[config.mk]
export PLATFORM = sky130hd
export DESIGN_NAME = timer_bus
export DESIGN_NICKNAME = d
export VERILOG_FILES = /design/src/rtl/timer_bus_pkg.sv /design/src/rtl/timer_prescaler.sv /design/src/rtl/timer_bus.sv
export SDC_FILE = /design/constraint.sdc
export NUM_CORES = 1
export LEC_CHECK = 0
export CORE_MARGIN = 8
export CORE_UTILIZATION = 59
export CTS_CLUSTER_DIAMETER = 200
export DETAILED_ROUTE_END_ITERATION = 8
export GPL_TIMING_DRIVEN = 1
export PLACE_DENSITY = 0.89
export SLEW_MARGIN = 20
export SYNTH_ARGS = -nofsm -noshare
export SYNTH_HDL_FRONTEND = slang
export SYNTH_SLANG_ARGS = --single-unit
[constraint.sdc]
create_clock -name clk -period 10.5 [get_ports clk]
set_input_delay 3.15 -clock clk [delete_from_list [all_inputs] [get_ports clk]]
set_output_delay 3.15 -clock clk [all_outputs]
set_load 0.02 [all_outputs]
[src/rtl/timer_bus_pkg.sv]
// Shared register offsets and CTRL bit positions for the memory-mapped timer.
package timer_bus_pkg;

  localparam logic [3:0] TMR_CTRL   = 4'h0;
  localparam logic [3:0] TMR_LOAD   = 4'h4;
  localparam logic [3:0] TMR_COUNT  = 4'h8;
  localparam logic [3:0] TMR_STATUS = 4'hC;

  localparam int TMR_EN_BIT   = 0;
  localparam int TMR_AUTO_BIT = 1;
  localparam int TMR_IE_BIT   = 2;
  localparam int TMR_CTRL_W   = 3;

endpackage

[src/rtl/timer_prescaler.sv]
// Clock divider producing a one-cycle tick every PRESCALE clk while enabled.
// Only built when TIMER_BUS_PRESCALER_EN is defined.
`ifdef TIMER_BUS_PRESCALER_EN
module timer_prescaler #(
  parameter int PRESCALE = 25
) (
  input  logic clk,
  input  logic rst,
  input  logic en,
  input  logic restart,
  output logic tick
);

  localparam int CNT_W = (PRESCALE > 1) ? $clog2(PRESCALE) : 1;
  localparam logic [CNT_W-1:0] LAST = CNT_W'(PRESCALE - 1);

  logic [CNT_W-1:0] cnt_q;
  logic [CNT_W-1:0] cnt_d;

  assign tick = en & (cnt_q == LAST);

  always_comb begin
    cnt_d = cnt_q + CNT_W'(1);
    // Disabled or restarted parks at 0 so the first tick is a full period away.
    if (!en || restart || tick) cnt_d = '0;
  end

  always_ff @(posedge clk or posedge rst) begin
    if (rst) cnt_q <= '0;
    else     cnt_q <= cnt_d;
  end

endmodule
`endif

[src/rtl/timer_bus.sv]
// 32-bit down-counting bus timer with sticky expiry flag and level irq.
// Define TIMER_BUS_PRESCALER_EN to tick every PRESCALE clk; otherwise it ticks every clk.
module timer_bus
  import timer_bus_pkg::*;
#(
  parameter int PRESCALE = 25
) (
  input  logic        clk,
  input  logic        rst,
  input  logic        ce,
  input  logic        we,
  input  logic [3:0]  addr,
  input  logic [31:0] din,
  output logic [31:0] dout,
  output logic        irq
);

  logic [TMR_CTRL_W-1:0] ctrl_q, ctrl_d;
  logic [31:0]           load_q, load_d;
  logic [31:0]           count_q, count_d;
  logic [31:0]           dout_q, dout_d;
  logic                  exp_q, exp_d;

  logic [3:0] reg_off;
  logic       addr_unused;
  logic       wr_en, rd_en;
  logic       ctrl_wr, load_wr, count_wr, status_wr;
  logic       tick, tick_take, expire;

  assign reg_off     = {addr[3:2], 2'b00};
  assign addr_unused = ^addr[1:0];
  assign wr_en       = ce & we;
  assign rd_en       = ce & ~we;
  assign ctrl_wr     = wr_en & (reg_off == TMR_CTRL);
  assign load_wr     = wr_en & (reg_off == TMR_LOAD);
  assign count_wr    = wr_en & (reg_off == TMR_COUNT);
  assign status_wr   = wr_en & (reg_off == TMR_STATUS);

`ifdef TIMER_BUS_PRESCALER_EN
  timer_prescaler #(
    .PRESCALE (PRESCALE)
  ) u_prescaler (
    .clk     (clk),
    .rst     (rst),
    .en      (ctrl_q[TMR_EN_BIT]),
    .restart (ctrl_wr & din[TMR_EN_BIT]),
    .tick    (tick)
  );
`else
  logic prescale_unused;
  assign prescale_unused = ^PRESCALE;
  assign tick = ctrl_q[TMR_EN_BIT];
`endif

  // A COUNT write, or a CTRL write that disables the timer, swallows a coincident tick.
  assign tick_take = tick & ~count_wr & ~(ctrl_wr & ~din[TMR_EN_BIT]);
  assign expire    = tick_take & (count_q == 32'd0);

  always_comb begin
    ctrl_d  = ctrl_q;
    load_d  = load_q;
    count_d = count_q;
    exp_d   = exp_q;
    dout_d  = dout_q;

    if (tick_take) begin
      if (!expire)                    count_d = count_q - 32'd1;
      else if (ctrl_q[TMR_AUTO_BIT])  count_d = load_q;
      else                            ctrl_d[TMR_EN_BIT] = 1'b0;
    end

    if (ctrl_wr)  ctrl_d  = din[TMR_CTRL_W-1:0];
    if (load_wr)  load_d  = din;
    if (count_wr) count_d = din;

    // Expiry is applied after the W1C so a same-cycle set is never lost.
    if (status_wr && din[0]) exp_d = 1'b0;
    if (expire)              exp_d = 1'b1;

    if (rd_en) begin
      case (reg_off)
        TMR_CTRL:  dout_d = {29'd0, ctrl_q};
        TMR_LOAD:  dout_d = load_q;
        TMR_COUNT: dout_d = count_q;
        default:   dout_d = {31'd0, exp_q};
      endcase
    end
  end

  always_ff @(posedge clk or posedge rst) begin
    if (rst) begin
      ctrl_q  <= '0;
      load_q  <= '0;
      count_q <= '0;
      exp_q   <= 1'b0;
      dout_q  <= '0;
    end else begin
      ctrl_q  <= ctrl_d;
      load_q  <= load_d;
      count_q <= count_d;
      exp_q   <= exp_d;
      dout_q  <= dout_d;
    end
  end

  assign dout = dout_q;
  assign irq  = exp_q & ctrl_q[TMR_IE_BIT];

endmodule
==> impl_results.md <==
- Status: finished, final reports clean
- Register area share after synthesis: 47.6%
- Simple-gate share of the synthesized area: 18.1%
- CP Capture Type: register
- Num CTS Buffers: 9
- Latest clock arrival within the worst-skew pair: 380 ps
- Initial Util: 60.6%
- Largest net degree at the start of global routing: 64
- Worst vdd ir: 114 uV
- HPWL Detailed: 9.70 mm
- Core area: 8680 sq um
- Synth async-reset ratio: 100%
- Mapped Area: 5260 sq um
- Port bufs: 70
- Maxcap violations: 0
- Combinational family with the most area after synthesis: simple AND/OR/NAND/NOR gates
- GRT Total Usage: 24.0%
- Iter 0 DRT Violations: 502
- Synth unique cells: 51
- Initial antenna violation count: 0
- Mapped Avg Cell Area: 9.58 sq um
- GR Overflow Total: 0
- Max-slew violation count: 0
- Cells after DPL: 692
- Vias in the first global route: 4,889
- Setup_tns: 0 ps
- DR vias/cell: 6.71
- DR vias: 4,752
- Relative slew slack: 24.0%
- WL/cell: 21.1 um
- Die Ht: 110 um
- Worst EP required: 10,820 ps
- Most frequent cells in the layout: 100 x dfrtp_1, 70 x clkdlybuf4s50_1, 59 x nand2_1
- Synth Area in Adders: 0.238%
- Worst-margin pin slew: 1130 ps
- Final setup fails: 0
- Max Clk Rate: 171 MHz
- Mux share of post-synthesis cell area: 9.45%
- Mapped Nets: 590
- Power Dens Cells: 213 nW/um^2
- Root Driver: clkbuf_8
- Leakage: 2.51 nW
- Post-CTS Setup Repair Bufs: 0
- Crit start category: input port
- Post-route clock period utilization: 55.6%
- DRT Pass-1 Iters: 7
- H-tree depth: 3
- CTS tree: done
- Core Util, Final: 71.0%
- Share of cells above drive strength 1: 11.8%
- Mapped Cells: 549
- Hold_buf cts: 0
- Ys Warns: 0
- CP max FO: 14
- Die ar.: 12,200 sq um
- Yosys reg bits: 100
- First-pass GRT wire length: 24.6 mm
- Final GP Congestion: 0.919
- Synth Area in Compound Gates: 17.9%
- Clock Path Buffers: 2
- RSZ-0062 raised after global routing: false
- Clock sink count: 100
- Post-Route WL: 14.9 mm
- Post-synth EDFFs: 0
- Most used DFF post-synth: dfrtp_1
- Antenna fix cells: 0
- Kind of critical path: in -> reg
- DRT antenna net count: 0
- Post-synthesis xor/xnor area fraction: 3.00%
- WP data arrival: 6160 ps
- Commonest non-fill, non-tap cell in the layout: dfrtp_1
- Worst clock skew: 16.0 ps
- Hold Crit Class: reg -> reg
- Fin cells: 708
- P&R area growth vs syn: 17.2%
- IO Count: 73
- PostCTS Resize Cnt: 0
- Post-layout min period: 5840 ps
- Hold Vio Cnt, Final: 0
- Nets: 636
- FP Rows: 34
- Die X: 110 um
- Reg clk slew, reported paths: 100 ps
- DRC violations left: 0
[final cells by class]
| class | instances | area, sq um |
|---|---|---|
| Timing Repair Buffer | 77 | 753 |
| Inverter | 5 | 21.3 |
| Fill cell | 653 | 2510 |
| Multi-Input combinational cell | 402 | 2570 |
| Sequential cell | 100 | 2500 |
| Clock buffer | 12 | 135 |
| Tap cell | 108 | 135 |
| Clock inverter | 4 | 50.0 |
[logic make-up after synthesis]
logic type | Yosys count
AOI/OAI and AO/OA | 152
adders and majority gates | 1
and+or+nand+nor | 187
DFF | 100
xor gates and xnor gates | 18
muxes | 44
buffers and inverters | 47
[state kept, by name, summed over array words and instances, names as in the netlist]
signal,flops
count_q,32
exp_q,1
load_q,32
ctrl_q,3
dout,32
[power by group]
part | leakage (nW) | switching [W] | internal (W)
logic | 1.17 | 0.000242 | 0.000207
clock network | 0.0866 | 0.000134 | 0.000110
registers | 1.26 | 0.000133 | 0.000489
total | 2.51 | 0.000509 | 0.000806
[metal layers]
layer | routed length, um | vias up | GRT usage, %
met3 | 1240 | 55 | 4.92
li1 | - | 2118 | -
met5 | 0 | - | 0
met4 | 499 | 0 | 13.7
met2 | 7240 | 287 | 37.9
met1 | 5950 | 2292 | 30.1
[worst paths after layout]
check	startpoint	endpoint	slack [ps]	cells past startpoint
setup / recovery	addr[2]	count_q[0]$_DFFE_PP0P_	4660	6
hold / removal	dout[28]$_DFFE_PP0P_	dout[28]$_DFFE_PP0P_	480	2
setup reg to reg	count_q[0]$_DFFE_PP0P_	count_q[2]$_DFFE_PP0P_	6940	8
hold reg to reg	dout[28]$_DFFE_PP0P_	dout[28]$_DFFE_PP0P_	480	2
max in group asynchronous	rst	count_q[20]$_DFFE_PP0P_	6190	3
min in group asynchronous	rst	dout[0]$_DFFE_PP0P_	3190	2
[through the flow]
stage                     cell area, sq um  setup slack (ps)  hold slack (ps)  total power (W)
after floorplan                       5260              4730              478         0.000900
after global placement                5980              4490              460          0.00103
after detailed placement              5980              4460              469          0.00106
after CTS                             6160              4840              489          0.00130
after global routing                  6160              4630              515          0.00139
final                                 6160              4660              481          0.00132
[critical path: stages]
cell and delay (ps):
clkdlybuf4s50_1 700, o41ai_1 240, a31oi_1 870, nand2_1 700
nor3_1 350, a221o_1 140
[Yosys cell counts, types with 8 or more instances]
master,count,area [sq um]
and3_1,10,62.6
nand2_1,59,221
nor3_1,22,110
nor4_1,11,68.8
a22oi_1,29,218
xor2_1,10,87.6
clkbuf_1,34,128
nor2_1,27,101
nand3_1,16,80.1
xnor2_1,8,70.1
o21ai_0,50,250
a21oi_1,24,120
mux2i_1,8,80.1
mux2_2,35,394
or4_1,10,75.1
o21ai_1,11,55.1
dfrtp_1,100,2500
Note: power is estimated with default switching activity, not from simulation.
